==> src/rtl/fetch_unit_if.sv <==
// -----------------------------------------------------------------------------
// fetch_unit_if
//   Bundles the fetch stage's external buses: the imem address/data pair, the
//   redirect input from execute, the decode-side valid/ready head interface,
//   the performance counters and a debug view of the fetch FSM.
//
//   Handshake: a decode transfer happens on a rising edge where if_valid and
//   if_ready are both 1 and redirect_valid is 0. While if_valid=1 and
//   if_ready=0, all if_* fields are held stable. A redirect in the same cycle
//   overrides the transfer and decode must drop that head.
//
//   Modports
//     master : the fetch unit (drives imem_addr, if_*, perf_*, dbg_halted)
//     slave  : the environment (drives imem_inst, redirect_*, if_ready)
// -----------------------------------------------------------------------------
interface fetch_unit_if;
  logic [31:0] imem_addr;
  logic [31:0] imem_inst;
  logic        redirect_valid;
  logic [31:0] redirect_pc;
  logic        if_valid;
  logic        if_ready;
  logic [31:0] if_pc;
  logic [31:0] if_pc4;
  logic [31:0] if_inst;
  logic        if_misalign;
  logic        if_fault;
  logic [31:0] perf_fetched;
  logic [31:0] perf_stalls;
  logic [31:0] perf_flushes;
  logic        dbg_halted;

  modport master (
    output imem_addr,
    input  imem_inst,
    input  redirect_valid,
    input  redirect_pc,
    output if_valid,
    input  if_ready,
    output if_pc,
    output if_pc4,
    output if_inst,
    output if_misalign,
    output if_fault,
    output perf_fetched,
    output perf_stalls,
    output perf_flushes,
    output dbg_halted
  );

  modport slave (
    input  imem_addr,
    output imem_inst,
    output redirect_valid,
    output redirect_pc,
    input  if_valid,
    output if_ready,
    input  if_pc,
    input  if_pc4,
    input  if_inst,
    input  if_misalign,
    input  if_fault,
    input  perf_fetched,
    input  perf_stalls,
    input  perf_flushes,
    input  dbg_halted
  );
endinterface

==> src/rtl/fetch_unit.sv <==
// -----------------------------------------------------------------------------
// fetch_unit
//   Instruction-fetch stage. Owns the PC, presents it as the imem address,
//   captures the returned word into a small circular fetch buffer and offers
//   the oldest entry {pc, pc+4, inst, misalign, fault} to decode.
//
//   Ports
//     clk    : rising-edge clock
//     rst_n  : synchronous active-low reset
//     bus    : fetch_unit_if.master (imem, redirect, decode head, perf, debug)
//
//   Parameters
//     RESET_PC   : PC loaded on reset
//     IMEM_WORDS : imem depth in words; byte addresses >= IMEM_WORDS*4 fault
//     BUF_DEPTH  : fetch buffer entries (power of 2, >= 2)
//
//   Build option
//     FETCH_PERF_EN : when defined, perf_fetched/perf_stalls/perf_flushes are
//                     live 32-bit wrapping counters; otherwise they read 0.
//
//   FSM: RUN fetches; HALT is entered after a misaligned or out-of-range
//   entry has been pushed and is left only by a redirect or reset. The state
//   is visible on bus.dbg_halted.
// -----------------------------------------------------------------------------
module fetch_unit #(
  parameter logic [31:0] RESET_PC   = 32'h0000_0000,
  parameter int          IMEM_WORDS = 2048,
  parameter int          BUF_DEPTH  = 2
) (
  input  logic         clk,
  input  logic         rst_n,
  fetch_unit_if.master bus
);

  localparam int          PW         = $clog2(BUF_DEPTH);
  localparam int          CW         = PW + 1;
  localparam logic [63:0] IMEM_BYTES = 64'(IMEM_WORDS) * 64'd4;
  localparam logic [31:0] NOP_INST   = 32'h0000_0013;

  typedef enum logic {
    ST_RUN  = 1'b0,
    ST_HALT = 1'b1
  } state_e;

  state_e          state_q, state_d;
  logic [31:0]     pc_q, pc_d;
  logic [CW-1:0]   count_q, count_d;
  logic [PW-1:0]   rd_ptr_q, rd_ptr_d;
  logic [PW-1:0]   wr_ptr_q, wr_ptr_d;

  logic [31:0]     buf_pc_q   [BUF_DEPTH];
  logic [31:0]     buf_pc4_q  [BUF_DEPTH];
  logic [31:0]     buf_inst_q [BUF_DEPTH];
  logic            buf_mis_q  [BUF_DEPTH];
  logic            buf_flt_q  [BUF_DEPTH];

  logic            run;
  logic            full;
  logic            pop;
  logic            pop_eff;
  logic            push;
  logic            fetch_mis;
  logic            fetch_flt;
  logic            fetch_bad;

  // ---------------------------------------------------------------------------
  // Fetch/handshake decode
  // ---------------------------------------------------------------------------
  assign full      = (count_q == CW'(BUF_DEPTH));
  assign pop       = (count_q != '0) && bus.if_ready;
  // A redirect discards the head, so a same-cycle pop does not advance anything.
  assign pop_eff   = pop && !bus.redirect_valid;
  assign fetch_mis = (pc_q[1:0] != 2'b00);
  assign fetch_flt = ({32'd0, pc_q} >= IMEM_BYTES);
  assign fetch_bad = fetch_mis || fetch_flt;
  // A full buffer can still accept a new word when its head leaves this edge.
  assign push      = run && !bus.redirect_valid && (!full || pop);

  // ---------------------------------------------------------------------------
  // FSM: state register / next-state / outputs
  // ---------------------------------------------------------------------------
  always_ff @(posedge clk) begin
    if (!rst_n) state_q <= ST_RUN;
    else        state_q <= state_d;
  end

  always_comb begin
    state_d = state_q;
    if (bus.redirect_valid)      state_d = ST_RUN;
    else if (push && fetch_bad)  state_d = ST_HALT;
  end

  always_comb begin
    run            = (state_q == ST_RUN);
    bus.dbg_halted = (state_q == ST_HALT);
  end

  // ---------------------------------------------------------------------------
  // PC, occupancy and pointers
  // ---------------------------------------------------------------------------
  always_comb begin
    pc_d     = pc_q;
    count_d  = count_q;
    rd_ptr_d = rd_ptr_q;
    wr_ptr_d = wr_ptr_q;
    if (bus.redirect_valid) begin
      pc_d     = bus.redirect_pc;
      count_d  = '0;
      rd_ptr_d = '0;
      wr_ptr_d = '0;
    end else begin
      // A bad fetch parks the PC on the offending address.
      if (push && !fetch_bad) pc_d = pc_q + 32'd4;
      if (push)    wr_ptr_d = wr_ptr_q + PW'(1);
      if (pop_eff) rd_ptr_d = rd_ptr_q + PW'(1);
      case ({push, pop_eff})
        2'b10:   count_d = count_q + CW'(1);
        2'b01:   count_d = count_q - CW'(1);
        default: count_d = count_q;
      endcase
    end
  end

  always_ff @(posedge clk) begin
    if (!rst_n) begin
      pc_q     <= RESET_PC;
      count_q  <= '0;
      rd_ptr_q <= '0;
      wr_ptr_q <= '0;
    end else begin
      pc_q     <= pc_d;
      count_q  <= count_d;
      rd_ptr_q <= rd_ptr_d;
      wr_ptr_q <= wr_ptr_d;
    end
  end

  // ---------------------------------------------------------------------------
  // Fetch buffer storage. Cleared on reset so the head fields read 0.
  // ---------------------------------------------------------------------------
  always_ff @(posedge clk) begin
    if (!rst_n) begin
      for (int i = 0; i < BUF_DEPTH; i++) begin
        buf_pc_q[i]   <= '0;
        buf_pc4_q[i]  <= '0;
        buf_inst_q[i] <= '0;
        buf_mis_q[i]  <= 1'b0;
        buf_flt_q[i]  <= 1'b0;
      end
    end else if (push) begin
      buf_pc_q[wr_ptr_q]   <= pc_q;
      buf_pc4_q[wr_ptr_q]  <= pc_q + 32'd4;
      buf_inst_q[wr_ptr_q] <= fetch_bad ? NOP_INST : bus.imem_inst;
      buf_mis_q[wr_ptr_q]  <= fetch_mis;
      buf_flt_q[wr_ptr_q]  <= fetch_flt;
    end
  end

  assign bus.imem_addr   = pc_q;
  assign bus.if_valid    = (count_q != '0);
  assign bus.if_pc       = buf_pc_q[rd_ptr_q];
  assign bus.if_pc4      = buf_pc4_q[rd_ptr_q];
  assign bus.if_inst     = buf_inst_q[rd_ptr_q];
  assign bus.if_misalign = buf_mis_q[rd_ptr_q];
  assign bus.if_fault    = buf_flt_q[rd_ptr_q];

  // ---------------------------------------------------------------------------
  // Performance counters
  // ---------------------------------------------------------------------------
`ifdef FETCH_PERF_EN
  logic [31:0] perf_fetched_q;
  logic [31:0] perf_stalls_q;
  logic [31:0] perf_flushes_q;

  always_ff @(posedge clk) begin
    if (!rst_n) begin
      perf_fetched_q <= '0;
      perf_stalls_q  <= '0;
      perf_flushes_q <= '0;
    end else begin
      if (push)                          perf_fetched_q <= perf_fetched_q + 32'd1;
      if (bus.if_valid && !bus.if_ready) perf_stalls_q  <= perf_stalls_q + 32'd1;
      if (bus.redirect_valid)            perf_flushes_q <= perf_flushes_q + 32'd1;
    end
  end

  assign bus.perf_fetched = perf_fetched_q;
  assign bus.perf_stalls  = perf_stalls_q;
  assign bus.perf_flushes = perf_flushes_q;
`else
  assign bus.perf_fetched = 32'h0;
  assign bus.perf_stalls  = 32'h0;
  assign bus.perf_flushes = 32'h0;
`endif

endmodule

==> src/flat_wrapper.sv <==
// flat-port wrapper written by rule: the top's interface ports become plain ports
module fetch_unit_flat 
#(
  parameter logic [31:0] RESET_PC   = 32'h0000_0000,
  parameter int          IMEM_WORDS = 2048,
  parameter int          BUF_DEPTH  = 2
)
  (clk, rst_n, bus_imem_addr, bus_imem_inst, bus_redirect_valid, bus_redirect_pc, bus_if_valid, bus_if_ready, bus_if_pc, bus_if_pc4, bus_if_inst, bus_if_misalign, bus_if_fault, bus_perf_fetched, bus_perf_stalls, bus_perf_flushes, bus_dbg_halted);
  fetch_unit_if bus_i ();
  input  logic clk;
  input  logic rst_n;
  output wire logic [$bits(bus_i.imem_addr)-1:0] bus_imem_addr;
  input wire logic [$bits(bus_i.imem_inst)-1:0] bus_imem_inst;
  input wire logic [$bits(bus_i.redirect_valid)-1:0] bus_redirect_valid;
  input wire logic [$bits(bus_i.redirect_pc)-1:0] bus_redirect_pc;
  output wire logic [$bits(bus_i.if_valid)-1:0] bus_if_valid;
  input wire logic [$bits(bus_i.if_ready)-1:0] bus_if_ready;
  output wire logic [$bits(bus_i.if_pc)-1:0] bus_if_pc;
  output wire logic [$bits(bus_i.if_pc4)-1:0] bus_if_pc4;
  output wire logic [$bits(bus_i.if_inst)-1:0] bus_if_inst;
  output wire logic [$bits(bus_i.if_misalign)-1:0] bus_if_misalign;
  output wire logic [$bits(bus_i.if_fault)-1:0] bus_if_fault;
  output wire logic [$bits(bus_i.perf_fetched)-1:0] bus_perf_fetched;
  output wire logic [$bits(bus_i.perf_stalls)-1:0] bus_perf_stalls;
  output wire logic [$bits(bus_i.perf_flushes)-1:0] bus_perf_flushes;
  output wire logic [$bits(bus_i.dbg_halted)-1:0] bus_dbg_halted;
  assign bus_imem_addr = bus_i.imem_addr;
  assign bus_i.imem_inst = bus_imem_inst;
  assign bus_i.redirect_valid = bus_redirect_valid;
  assign bus_i.redirect_pc = bus_redirect_pc;
  assign bus_if_valid = bus_i.if_valid;
  assign bus_i.if_ready = bus_if_ready;
  assign bus_if_pc = bus_i.if_pc;
  assign bus_if_pc4 = bus_i.if_pc4;
  assign bus_if_inst = bus_i.if_inst;
  assign bus_if_misalign = bus_i.if_misalign;
  assign bus_if_fault = bus_i.if_fault;
  assign bus_perf_fetched = bus_i.perf_fetched;
  assign bus_perf_stalls = bus_i.perf_stalls;
  assign bus_perf_flushes = bus_i.perf_flushes;
  assign bus_dbg_halted = bus_i.dbg_halted;
  fetch_unit #(.RESET_PC(RESET_PC), .IMEM_WORDS(IMEM_WORDS), .BUF_DEPTH(BUF_DEPTH)) u_core (.clk(clk), .rst_n(rst_n), .bus(bus_i));
endmodule
==> config.mk <==
export PLATFORM = sky130hd
export DESIGN_NAME = fetch_unit_flat
export DESIGN_NICKNAME = d
export VERILOG_FILES = /design/src/rtl/fetch_unit_if.sv /design/src/rtl/fetch_unit.sv /design/src/flat_wrapper.sv
export SDC_FILE = /design/constraint.sdc
export NUM_CORES = 1
export LEC_CHECK = 0
export CORE_MARGIN = 1
export CORE_UTILIZATION = 52
export DETAILED_ROUTE_END_ITERATION = 8
export PLACE_DENSITY = 0.85
export REMOVE_ABC_BUFFERS = 1
export SYNTH_ARGS = -nofsm -noshare
export SYNTH_HDL_FRONTEND = slang
export SYNTH_SLANG_ARGS = --single-unit
==> constraint.sdc <==
create_clock -name clk -period 36.4 [get_ports clk]
set_input_delay 10.92 -clock clk [delete_from_list [all_inputs] [get_ports clk]]
set_output_delay 10.92 -clock clk [all_outputs]
set_load 0.1 [all_outputs]
==> run metrics, run 1 <==
outcome=finished clean; drt wl/cell=18.3 um; final-layout fill cell count=1509; DRC=0; worst hold slack=485 ps; Crit. End Element=output pin; Die Height=148 um; CTS tree=done; Peak Freq=69.2 MHz; 1st-pass router iterations=5; Final #Nets=1148; Tcrit/Tclk final=39.7%; CTS Hold Buffers Added=0; Synth Warn #=0; IO buf count=199; width of the chip=148 um; CP Depth=3; worst slew pin tran=1230 ps; vias in the first global route=7055; Post-Place Setup Slack=21850 ps; cts bufs inserted=24; CTS Root Cell=clkbuf_16; Area after DPL=12900 um2; relative slew slack=18.2%; CP required=25480 ps; hold endpoint=u_core.buf_flt_q[1]$_DFF_P_; Non-Filler Instances=1370; cell area power density=54.2 nW/um2; sequential cell area=6490 um2; Yosys cell types=55; first-pass GRT wire length=38300 um; Crit Path Max Fanout=66; R2R cell count=5; number of synthesized flops with an enable pin=188; multi-input logic area=3980 um2; Total Routing Usage GR=22.4%; ys async rst share=0%; Max VDD drop=0.0402 mV; full die area=22000 um2; Main synth FF type=edfxtp_1; sequential share of the synthesized area=58.2%; Reg clk slew, reported paths=60 ps; Setup Crit Path Kind=reg2out; layout cell share with drive strength beyond 1=14.3%; GR peak layer=met2; fin util=65.5%; pins over their slew limit=0; min-delay src=u_core.buf_flt_q[1]$_DFF_P_; Ant. Diodes=0; clock sinks=230; top cells by area, synth=edfxtp_1 51%, mux2_2 9.7%, dfxtp_1 7.6%; clock buffer depth=3; final WL=25000 um; row cnt=53; met3 Use GR=3.40%; Mapped Avg Cell Area=12.3 um2; Data arrival, critical path=3530 ps; post-DP HPWL=16100 um; Yosys reg bits=230; setup repair after global routing missed its margin=false; initial antenna violation count=0; total grt overflow=0; setup bufs post-CTS=0; Vias/cell=5.40; clock latency on the worst-skew pair=510 ps; Final Worst Setup Slack=21950 ps; R2R Setup Slk=33220 ps; Min-Delay Path Class=reg2reg; Syn Std Cell Area=11100 um2; Hold Path Depth=1; maxcap violations=0; largest net degree at the start of global routing=73; Placed Cells=1326; commonest cells in the netlist=188 x edfxtp_1, 103 x and2_1, 98 x buf_4; met1 Usage GRT=31.0%; startpoint types=register; R2R Path Start=u_core.count_q[0]$_SDFFE_PP0P_; global-route track usage on met2=36.2%; crit-path cells=buf_4 -> mux2_2 -> clkdlybuf4s50_1; synthesized netlist cell count=905; num ports=296; via count=7396; DRT iter0 DRCs=612; fin area=13800 um2; fin crit period=14450 ps; most frequent cell after synthesis=edfxtp_1; Routed Antenna Nets=0; Area Overhead vs Synth=23.6%; largest area contributor in the netlist=edfxtp_1; core area=21000 um2; reg-to-reg endpoint=u_core.buf_inst_q[0][28]$_SDFFCE_PN0P_; final-report setup violation count=0; gpl congestion=0.840; Starting Density=53.0%; Leakage=5.10 nW; Power Total=746 uW; hold violation count in the final report=0; CP max-delay cell=clkdlybuf4s50_1; Setup TNS=0 ps; max incr delay on CP=1200 ps; H-tree depth=1; Bufs and invs on worst path=2; post-synth top area share=50.7%; CTS resizes=0; clk_skew=24.0 ps; top cell family by delay on the critical path=buffers and inverters
## cells in the final DEF (no fill, tap or decap), types with 10 or more instances in the layout
cell type	n
o21ai_0	15
clkdlybuf4s50_1	199
conb_1	96
a22o_1	19
and2_1	103
mux2_2	96
clkbuf_16	29
or3_1	10
nand3_1	11
edfxtp_1	188
inv_1	16
nand2_1	22
o31ai_1	11
a21oi_1	36
dfxtp_1	41
nor2_1	61
## cell type report
type | count | area share (%)
flip-flops and latches | 230 | 47.2
multi-input cells | 595 | 28.9
repair buffers | 208 | 15.0
clock buffers | 36 | 5.49
well taps | 275 | 2.50
inverters | 18 | 0.509
clock inverters | 8 | 0.445
## worst max-delay path by stage
stage	startpoint	to	slack (ps)
final	register	bus_if_pc4[11]	21950
after floorplan	bus_if_ready	u_core.buf_inst_q[0][0]$_SDFFCE_PN0P_	17640
after CTS	register	bus_if_pc4[11]	21960
after global routing	register	bus_if_pc4[11]	21820
after global placement	bus_redirect_valid	u_core.buf_inst_q[0][20]$_SDFFCE_PN0P_	21950
after detailed placement	bus_redirect_valid	u_core.buf_inst_q[0][20]$_SDFFCE_PN0P_	21850
## routing by layer
metal  vias up  routed length (um)  part of all wire, %
met4         0                 717                  2.9
met3        51                1910                  7.6
met2       346               12000                   48
met5         -                   0                    0
li1       3443                   -                    -
met1      3556               10400                   42
## where the power goes
group / switching [mW] / internal, mW
registers: 0.00899 / 0.300
clock network: 0.0969 / 0.151
logic: 0.153 / 0.0366
total: 0.258 / 0.488
## logic make-up (layout without fill, tap and decap cells)
family,count (synthesis),after routing,synth area share [%]
other,1,96,0.0337
XOR/XNOR,12,12,0.944
multiplexers,98,98,9.89
adder cells (fa/ha/maj),3,3,0.337
flip-flops,230,230,58.2
AND/OR/NAND/NOR,264,264,13.6
buffers and inverters,175,270,9.49
AO/OA/AOI/OAI,122,122,7.43
## state kept, by name (all words and copies together) (netlist names), named ones only
signal,count
u_core.buf_flt_q,2
u_core.buf_inst_q,64
u_core.buf_mis_q,2
u_core.buf_pc4_q,60
u_core.buf_pc_q,64
u_core.bus.dbg_halted,1
u_core.bus.imem_addr,32
u_core.count_q,2
u_core.rd_ptr_q,1
u_core.wr_ptr_q,1
No activity file was read; power rests on OpenSTA's default activity.
==> inputs of run 2 (changes only) <==
Settings changed: CORE_UTILIZATION 52 to 44, PLACE_DENSITY 0.85 to 0.76.
Clock period 36.4 ns to 11.8 ns, I/O delays scaled along.
==> run 2 against run 1 <==
  * Via count is 0.12% higher
  * Global-route usage decreased by 2.7 points
  * Critical path depth is the same
  * Utilization fell by 9.4 points
  * Register-to-register slack lost 24000 ps
==> run metrics, run 2 (synthesized netlist as in run 1, its figures left out) <==
outcome=finished clean (unchanged); fin util=56.1% (was 65.5%); Routed Antenna Nets=0 (unchanged); Final #Nets=1150 (was 1148); pins over their slew limit=0 (unchanged); core area=24600 um2 (was 21000 um2); final WL=26100 um (was 25000 um); cell area power density=165 nW/um2 (was 54.2 nW/um2); clock latency on the worst-skew pair=510 ps (about the same); Post-Place Setup Slack=5060 ps (was 21850 ps); setup repair after global routing missed its margin=false (unchanged); clk_skew=13.5 ps (was 24.0 ps); Setup Crit Path Kind=reg2out (unchanged); Ant. Diodes=0 (unchanged); post-DP HPWL=17100 um (was 16100 um); final-layout fill cell count=2030 (was 1509); Leakage=5.09 nW (was 5.10 nW); Peak Freq=143 MHz; Tcrit/Tclk final=59.2%; H-tree depth=1 (unchanged); num ports=296 (unchanged); CP required=8260 ps (was 25480 ps); CTS Root Cell=clkbuf_16 (unchanged); Starting Density=45.3% (was 53.0%); CTS tree=done (unchanged); maxcap violations=0 (unchanged); width of the chip=161 um (was 148 um); CTS resizes=0 (unchanged); final-report setup violation count=0 (unchanged); Crit. End Element=output pin (unchanged); full die area=25900 um2 (was 22000 um2); relative slew slack=21.3% (was 18.2%); Die Height=161 um (was 148 um); sequential cell area=6490 um2 (unchanged); Reg clk slew, reported paths=60 ps (about the same); gpl congestion=0.811 (was 0.840); via count=7405 (was 7396); setup bufs post-CTS=0 (unchanged); DRT iter0 DRCs=619 (was 612); Crit Path Max Fanout=80 (was 66); clock sinks=230 (unchanged); vias in the first global route=7070 (was 7055); IO buf count=199 (unchanged); Min-Delay Path Class=reg2reg (unchanged); startpoint types=register (unchanged); largest net degree at the start of global routing=81 (was 73); Max VDD drop=0.112 mV (was 0.0402 mV); fin crit period=6980 ps; biggest regs=u_core.buf_inst_q (64), u_core.buf_pc_q (64), u_core.buf_pc4_q (60) (unchanged); Setup TNS=0 ps (unchanged); Vias/cell=5.21 (was 5.40); clock buffer depth=3 (unchanged); Data arrival, critical path=3440 ps (was 3530 ps); cts bufs inserted=25 (was 24); DRC=0 (unchanged); Total Routing Usage GR=19.6% (was 22.4%); first-pass GRT wire length=39900 um (was 38300 um); Area Overhead vs Synth=23.9% (was 23.6%); layout cell share with drive strength beyond 1=14.5% (was 14.3%); most frequent cells in the layout=199 x clkdlybuf4s50_1, 188 x edfxtp_1, 103 x and2_1, 96 x mux2_2, 96 x conb_1 (unchanged); hold violation count in the final report=0 (unchanged); 1st-pass router iterations=5 (unchanged); most common cell after layout, fill and taps aside=clkdlybuf4s50_1 (unchanged); drt wl/cell=18.4 um (was 18.3 um); row cnt=57 (was 53); CTS Hold Buffers Added=0 (unchanged); worst hold slack=497 ps (was 485 ps); initial antenna violation count=0 (unchanged); worst slew pin tran=1180 ps (was 1230 ps); Final Worst Setup Slack=4820 ps (was 21950 ps); multi-input logic area=3980 um2 (unchanged); total grt overflow=0 (unchanged)
[run 2: cell count changes in the layout (fill, tap and decap cells not counted)]
cell       delta
buf_4         +1
clkbuf_16     -3
clkbuf_4      -1
clkbuf_8      +1
clkinv_4      +2
inv_4         +2
[run 2: worst paths after layout]
check | cells past startpoint | from | slack, ps | end
min | 2 | u_core.buf_mis_q[0]$_DFF_P_ | 500 | u_core.buf_mis_q[0]$_DFF_P_
max | 3 | register | 4820 | bus_if_inst[7]
max reg2reg | 5 | u_core.count_q[0]$_SDFFE_PP0P_ | 8750 | u_core.buf_inst_q[0][21]$_SDFFCE_PN0P_
min reg2reg | 2 | u_core.buf_mis_q[0]$_DFF_P_ | 500 | u_core.buf_mis_q[0]$_DFF_P_
[run 2: metal layers]
layer | wire, um | GRT usage, % | part of all wire [%]
met1 | 11200 | 26.9 | 43
met2 | 12700 | 32.9 | 49
met3 | 1820 | 2.95 | 7.0
met4 | 411 | 4.46 | 1.6
met5 | 0 | 0 | 0
[run 2: layout make-up]
type	count	share of cell area, %
Clock buffer	33	4.98
Clock inverter	12	0.662
Inverter	18	0.508
Multi-Input combinational cell	595	28.9
Sequential cell	230	47.1
Tap cell	324	2.94
Timing Repair Buffer	209	15.0
[run 2: metrics by stage]
step | cells | cell area [um2] | total power [mW]
final | 1421 | 13800 | 2.28
after global routing | 1421 | 13800 | 2.35
after CTS | 1421 | 13800 | 2.30
after detailed placement | 1376 | 13000 | 1.56
after global placement | 1376 | 13000 | 1.55
after floorplan | 843 | 10500 | 1.43
[run 2: where the power goes]
| part | total [mW] | leakage (nW) | internal, mW | switching (mW) |
|---|---|---|---|---|
| Sequential | 0.954 | 2.34 | 0.927 | 0.0277 |
| Clock | 0.741 | 0.386 | 0.432 | 0.309 |
| Combinational | 0.585 | 2.35 | 0.113 | 0.472 |
[run 2: worst max-delay path: stages, from the launching register on]
cell,delay (ps)
dfxtp_4,510
buf_4,860
mux2_2,320
clkdlybuf4s50_1,1160
